### src/rtl/serial_bit_receiver_if.sv
// serial_bit_receiver_if
//   Bundles the serial line input and the recovered-bit / status outputs
//   of serial_bit_receiver.
//   master : receiver side (samples i_rx, drives every o_* signal)
//   slave  : line driver / consumer side (drives i_rx, observes o_*)
//   Signals:
//     i_rx         asynchronous serial line, idles high
//     o_bit        recovered data bit, qualified by o_bit_valid
//     o_bit_valid  one-cycle strobe per recovered data bit
//     o_frame_err  one-cycle strobe when a stop bit samples 0
//     o_busy       high whenever the receiver is not idle
//     o_frame_cnt  saturating count of good frames
//     o_err_cnt    saturating count of framing errors
interface serial_bit_receiver_if;
  logic       i_rx;
  logic       o_bit;
  logic       o_bit_valid;
  logic       o_frame_err;
  logic       o_busy;
  logic [7:0] o_frame_cnt;
  logic [7:0] o_err_cnt;

  modport master (
    input  i_rx,
    output o_bit,
    output o_bit_valid,
    output o_frame_err,
    output o_busy,
    output o_frame_cnt,
    output o_err_cnt
  );

  modport slave (
    output i_rx,
    input  o_bit,
    input  o_bit_valid,
    input  o_frame_err,
    input  o_busy,
    input  o_frame_cnt,
    input  o_err_cnt
  );
endinterface

### src/rtl/serial_bit_receiver.sv
// serial_bit_receiver
//   Recovers start / DATA_BITS (MSB first) / stop framed serial data from an
//   asynchronous idle-high line. Each data bit is emitted as a one-cycle
//   o_bit_valid strobe with o_bit, suitable for the vector buffer write side.
//   Framing errors pulse o_frame_err; good frames and errors are counted in
//   saturating 8-bit counters.
//   Ports:
//     i_clk  system clock, all state on posedge
//     i_rst  synchronous active-high reset
//     bus    serial_bit_receiver_if.master (i_rx in, o_* out)
//   Parameters:
//     CLKS_PER_BIT  clock cycles per serial bit (even, >= 4)
//     DATA_BITS     data bits per frame
module serial_bit_receiver #(
  parameter int unsigned CLKS_PER_BIT = 4,
  parameter int unsigned DATA_BITS    = 8
) (
  input  logic                  i_clk,
  input  logic                  i_rst,
  serial_bit_receiver_if.master bus
);

  localparam int unsigned CNT_W = $clog2(CLKS_PER_BIT);
  localparam int unsigned IDX_W = $clog2(DATA_BITS + 1);

  localparam logic [CNT_W-1:0] CNT_HALF = CNT_W'(CLKS_PER_BIT / 2 - 1);
  localparam logic [CNT_W-1:0] CNT_FULL = CNT_W'(CLKS_PER_BIT - 1);
  localparam logic [IDX_W-1:0] IDX_LAST = IDX_W'(DATA_BITS - 1);

  typedef enum logic [2:0] {
    S_BREAK,
    S_IDLE,
    S_START,
    S_DATA,
    S_STOP
  } state_t;

  logic             w_rx;
  logic             r_rx_meta;
  logic             r_rx_s;
  state_t           r_state;
  logic [CNT_W-1:0] r_cnt;
  logic [IDX_W-1:0] r_idx;
  logic             r_bit;
  logic             r_bit_valid;
  logic             r_frame_err;
  logic             r_busy;
  logic [7:0]       r_frame_cnt;
  logic [7:0]       r_err_cnt;

  assign w_rx = bus.i_rx;

  // Two-flop synchronizer; reset to the idle level so reset never looks
  // like a start edge.
  always_ff @(posedge i_clk) begin
    if (i_rst) begin
      r_rx_meta <= 1'b1;
      r_rx_s    <= 1'b1;
    end else begin
      r_rx_meta <= w_rx;
      r_rx_s    <= r_rx_meta;
    end
  end

  always_ff @(posedge i_clk) begin
    if (i_rst) begin
      r_state     <= S_BREAK;
      r_cnt       <= '0;
      r_idx       <= '0;
      r_bit       <= 1'b0;
      r_bit_valid <= 1'b0;
      r_frame_err <= 1'b0;
      r_busy      <= 1'b1;
      r_frame_cnt <= '0;
      r_err_cnt   <= '0;
    end else begin
      r_bit_valid <= 1'b0;
      r_frame_err <= 1'b0;

      case (r_state)
        // Hold off until the line is seen idle, so we never lock onto
        // the middle of a frame after reset or a framing error.
        S_BREAK: begin
          if (r_rx_s) begin
            r_state <= S_IDLE;
            r_busy  <= 1'b0;
          end
        end

        S_IDLE: begin
          if (!r_rx_s) begin
            r_cnt   <= '0;
            r_state <= S_START;
            r_busy  <= 1'b1;
          end
        end

        // Re-check the line at mid start bit to reject glitches.
        S_START: begin
          if (r_cnt == CNT_HALF) begin
            if (!r_rx_s) begin
              r_cnt   <= '0;
              r_idx   <= '0;
              r_state <= S_DATA;
            end else begin
              r_state <= S_IDLE;
              r_busy  <= 1'b0;
            end
          end else begin
            r_cnt <= r_cnt + CNT_W'(1);
          end
        end

        // Counting a full bit from mid start lands on mid data bit.
        S_DATA: begin
          if (r_cnt == CNT_FULL) begin
            r_bit       <= r_rx_s;
            r_bit_valid <= 1'b1;
            r_cnt       <= '0;
            r_idx       <= r_idx + IDX_W'(1);
            if (r_idx == IDX_LAST) begin
              r_state <= S_STOP;
            end
          end else begin
            r_cnt <= r_cnt + CNT_W'(1);
          end
        end

        S_STOP: begin
          if (r_cnt == CNT_FULL) begin
            r_cnt <= '0;
            if (r_rx_s) begin
              if (r_frame_cnt != 8'hFF) begin
                r_frame_cnt <= r_frame_cnt + 8'd1;
              end
              r_state <= S_IDLE;
              r_busy  <= 1'b0;
            end else begin
              r_frame_err <= 1'b1;
              if (r_err_cnt != 8'hFF) begin
                r_err_cnt <= r_err_cnt + 8'd1;
              end
              r_state <= S_BREAK;
            end
          end else begin
            r_cnt <= r_cnt + CNT_W'(1);
          end
        end

        default: begin
          r_state <= S_BREAK;
          r_busy  <= 1'b1;
        end
      endcase
    end
  end

  assign bus.o_bit       = r_bit;
  assign bus.o_bit_valid = r_bit_valid;
  assign bus.o_frame_err = r_frame_err;
  assign bus.o_busy      = r_busy;
  assign bus.o_frame_cnt = r_frame_cnt;
  assign bus.o_err_cnt   = r_err_cnt;

endmodule
### src/flat_wrapper.sv
// flat-port wrapper written by rule: the top's interface ports become plain ports
module serial_bit_receiver_flat 
#(
  parameter int unsigned CLKS_PER_BIT = 4,
  parameter int unsigned DATA_BITS    = 8
)
  (i_clk, i_rst, bus_i_rx, bus_o_bit, bus_o_bit_valid, bus_o_frame_err, bus_o_busy, bus_o_frame_cnt, bus_o_err_cnt);
  serial_bit_receiver_if bus_i ();
  input  logic i_clk;
  input  logic i_rst;
  input wire logic [$bits(bus_i.i_rx)-1:0] bus_i_rx;
  output wire logic [$bits(bus_i.o_bit)-1:0] bus_o_bit;
  output wire logic [$bits(bus_i.o_bit_valid)-1:0] bus_o_bit_valid;
  output wire logic [$bits(bus_i.o_frame_err)-1:0] bus_o_frame_err;
  output wire logic [$bits(bus_i.o_busy)-1:0] bus_o_busy;
  output wire logic [$bits(bus_i.o_frame_cnt)-1:0] bus_o_frame_cnt;
  output wire logic [$bits(bus_i.o_err_cnt)-1:0] bus_o_err_cnt;
  assign bus_i.i_rx = bus_i_rx;
  assign bus_o_bit = bus_i.o_bit;
  assign bus_o_bit_valid = bus_i.o_bit_valid;
  assign bus_o_frame_err = bus_i.o_frame_err;
  assign bus_o_busy = bus_i.o_busy;
  assign bus_o_frame_cnt = bus_i.o_frame_cnt;
  assign bus_o_err_cnt = bus_i.o_err_cnt;
  serial_bit_receiver #(.CLKS_PER_BIT(CLKS_PER_BIT), .DATA_BITS(DATA_BITS)) u_core (.i_clk(i_clk), .i_rst(i_rst), .bus(bus_i));
endmodule
### config.mk
export PLATFORM = sky130hd
export DESIGN_NAME = serial_bit_receiver_flat
export DESIGN_NICKNAME = d
export VERILOG_FILES = /design/src/rtl/serial_bit_receiver_if.sv /design/src/rtl/serial_bit_receiver.sv /design/src/flat_wrapper.sv
export SDC_FILE = /design/constraint.sdc
export NUM_CORES = 1
export LEC_CHECK = 0
export ABC_AREA = 0
export CAP_MARGIN = 20
export CORE_UTILIZATION = 53
export DETAILED_ROUTE_END_ITERATION = 16
export HOLD_SLACK_MARGIN = 0.05
export PLACE_DENSITY = 0.78
export SYNTH_ARGS = -nofsm -noshare
export SYNTH_HDL_FRONTEND = slang
export SYNTH_SLANG_ARGS = --single-unit
### constraint.sdc
create_clock -name i_clk -period 2.4 [get_ports i_clk]
set_input_delay 0.48 -clock i_clk [delete_from_list [all_inputs] [get_ports i_clk]]
set_output_delay 0.48 -clock i_clk [all_outputs]
set_load 0.01 [all_outputs]
==> impl_metrics.yaml <==
detailed_routing:
  num_vias: 1456
  drt_iter0_markers: 62
  drc: 1
  vias_per_cell: 6.12
  dr.pass1.iters: 10
  drtAntennaViolNets: 0
  wirelength_um: 3460
  wl_per_cell_um: 14.5
hold_path:
  holdPathStages: 1
  hp-class: "flip-flop to flip-flop"
  hold_start: "u_core.r_rx_meta$_SDFF_PP1_"
  min_to: "u_core.r_rx_s$_SDFF_PP1_"
clock_tree:
  clock_path_buffers: 2
  clock-sinks: 31
  cts_tree: "built"
  ctsHtreeMaxLevel: 2
  cts_hold_buffers: 0
  cts.repair.resized: 0
  post-cts-setup-buffer-count: 0
  clockRootBuffer: "clkbuf_4"
  numCtsBuffers: 5
  clk_latency_ns: 0.34
  path_clk_slew_ns: 0.10
global_route:
  grt_pass1_wl_um: 5830
  gr-total-overflow: 0
  grt_max_degree: 19
  grt_pass1_vias: 1375
  grtUsageTotal: 0.229
  antenna_found_initial: 0
timing:
  final.setup.tns_ns: 0
  fin_crit_sh: 0.816
  timing.final.hold_violations: 0
  setup_violations: 0
  timing.hold.ws_ns: 0.426
  period_needed_ns: 1.96
  final_max_slew_viol_count: 0
  grt_setup_unrepaired: "no"
  fmax_mhz: 511
  finClkSkew_ns: 0.00524
  worst_pin_slew_ns: 0.614
  relSlewSlack: 0.585
placed_design:
  gp_congestion: 0.851
  place_inst: 230
  port_buffers: 22
  hpwl_um: 2400
  place_area_sq_um: 1830
die:
  ios: 23
  die_area_sq_um: 3310
  rows: 19
  initial_core_util: 0.578
  die_h_um: 57.5
  coreArea_sq_um: 2830
  chipWidth_um: 57.5
yosys:
  synthCells: 186
  ys_ff_latch: 31
  avgSynthCellArea_sq_um: 8.79
  synth_top_flop_cell: "dfxtp_1"
  synth_top_area_share: 0.379
  ys_async_sr_fraction: 0
  synth_top_area_cell: "dfxtp_1"
  synth_commonest_cells: "dfxtp_1, a21oi_1, nor2_1"
  synthTopCellsByArea: "dfxtp_1, a21oi_1, ha_1"
  syn_nets: 194
  synth_area_sq_um: 1640
  ys_warn_count: 0
  yosysSeqAreaShare: 0.379
  netlist-cell-type-count: 48
  synth_most_common_cell: "dfxtp_1"
  synth-edff-count: 0
cells_and_area:
  n_antenna_cell: 0
  fillers: 255
  drive_above_1_share: 0.101
  postLayoutCellArea_sq_um: 1880
  final_nets: 214
  area_growth_pct: 15.1
  stdcell_count: 238
critical_path:
  path_max_fanout: 8
  r2r-start: "u_core.r_cnt[0]$_SDFFE_PP0P_"
  cp.required_ns: 2.67
  crit_type: "flip-flop to flip-flop"
  rrSetupSlack_ns: 0.44
  r2r_cells: 5
  rr_endpoint: "u_core.bus.o_err_cnt[4]$_SDFFE_PP0P_"
  cp_data_arrival_time_ns: 2.23
  start_kind: "flip-flop"
  worst_setup_path_end_kind: "flip-flop"
run_status:
  violations: "design-rule violations"
  status: "finished, violations left"
power:
  leakage_uw: 0.000659
  total_power_uw: 1190
  p_per_area_nw_per_um2: 633
  peakVddDrop_uv: 402
run:
  cap_violations: 0
## worst max path at each step
stage | endpoint | slack, ns | from | depth (start not counted)
after CTS | u_core.bus.o_err_cnt[4]$_SDFFE_PP0P_ | 0.45 | u_core.r_cnt[0]$_SDFFE_PP0P_ | 5
after detailed placement | u_core.bus.o_err_cnt[4]$_SDFFE_PP0P_ | 0.50 | u_core.r_cnt[0]$_SDFFE_PP0P_ | 5
after global placement | u_core.r_state[1]$_SDFFE_PP0P_ | 0.56 | u_core.r_cnt[0]$_SDFFE_PP0P_ | 5
after floorplan | u_core.bus.o_err_cnt[4]$_SDFFE_PP0P_ | 0.73 | u_core.r_cnt[0]$_SDFFE_PP0P_ | 5
final | u_core.bus.o_err_cnt[4]$_SDFFE_PP0P_ | 0.44 | u_core.r_cnt[0]$_SDFFE_PP0P_ | 5
after global routing | u_core.r_state[1]$_SDFFE_PP0P_ | 0.29 | u_core.r_cnt[0]$_SDFFE_PP0P_ | 5
## stage by stage
stage          setup WS (ns)   util
2_1_floorplan          0.735      -
4_1_cts                0.450  0.666
3_5_place_dp           0.503  0.647
6_report               0.442  0.666
3_3_place_gp           0.556  0.647
5_1_grt                0.286  0.666
## placed cells by master, fill, tap and decap left out, types with 3 or more instances in the layout
| master | count |
|---|---|
| dfxtp_1 | 31 |
| or4_1 | 5 |
| mux2i_1 | 3 |
| nor2_1 | 12 |
| nor3_1 | 3 |
| clkinv_2 | 3 |
| nand4_1 | 4 |
| nand2_1 | 10 |
| clkdlybuf4s50_1 | 22 |
| xor2_1 | 3 |
| nand3_1 | 6 |
| o31ai_1 | 6 |
| a21oi_1 | 17 |
| o21ai_0 | 9 |
| or2_2 | 4 |
| or3_1 | 3 |
| inv_1 | 9 |
| ha_1 | 5 |
| o311ai_0 | 3 |
| clkbuf_4 | 5 |
| and3_1 | 4 |
## registers in the layout (all words and copies together) (netlist names)
signal	count
u_core.bus.o_bit	1
u_core.bus.o_bit_valid	1
u_core.bus.o_busy	1
u_core.bus.o_err_cnt	8
u_core.bus.o_frame_cnt	8
u_core.bus.o_frame_err	1
u_core.r_cnt	2
u_core.r_idx	4
u_core.r_rx_meta	1
u_core.r_rx_s	1
u_core.r_state	3
## logic make-up (layout without fill, tap and decap cells)
kind of cell | Yosys count | in the layout | synth area share
simple gates | 75 | 75 | 0.275
compound gates | 49 | 49 | 0.204
flops | 31 | 31 | 0.379
buf+inv | 20 | 41 | 0.0689
fa+ha+maj | 5 | 5 | 0.0383
xor+xnor | 3 | 3 | 0.0161
mux | 3 | 3 | 0.0184
## cell type report
class / instances / area, sq um / share of cell area
well taps: 31 / 38.8 / 0.0206
multi-input cells: 135 / 902 / 0.479
repair buffers: 24 / 235 / 0.125
clock buffers: 5 / 37.5 / 0.0199
inverters: 9 / 33.8 / 0.0179
clock inverters: 3 / 15.0 / 0.00797
flip-flops and latches: 31 / 621 / 0.330
## power by group
part,internal (uW),switching [uW],leakage [uW]
registers,547,71.3,0.000251
logic,123,153,0.000374
clock network,109,189,0.0000347
## layer usage
| layer | part of all wire | vias to the layer above | GRT usage |
|---|---|---|---|
| met3 | 0.036 | 9 | 0.0499 |
| met2 | 0.47 | 36 | 0.367 |
| met4 | 0.025 | 0 | 0.129 |
| met5 | 0 | - | 0 |
| met1 | 0.47 | 673 | 0.283 |
| li1 | - | 738 | - |
## critical path: stages, from the launching register on
cell     delay, ns
dfxtp_1       0.40
ha_1          0.34
and3b_2       0.31
nand3_2       0.14
or4_1         0.52
a21oi_1       0.17
No activity file was read; power rests on OpenSTA's default activity.
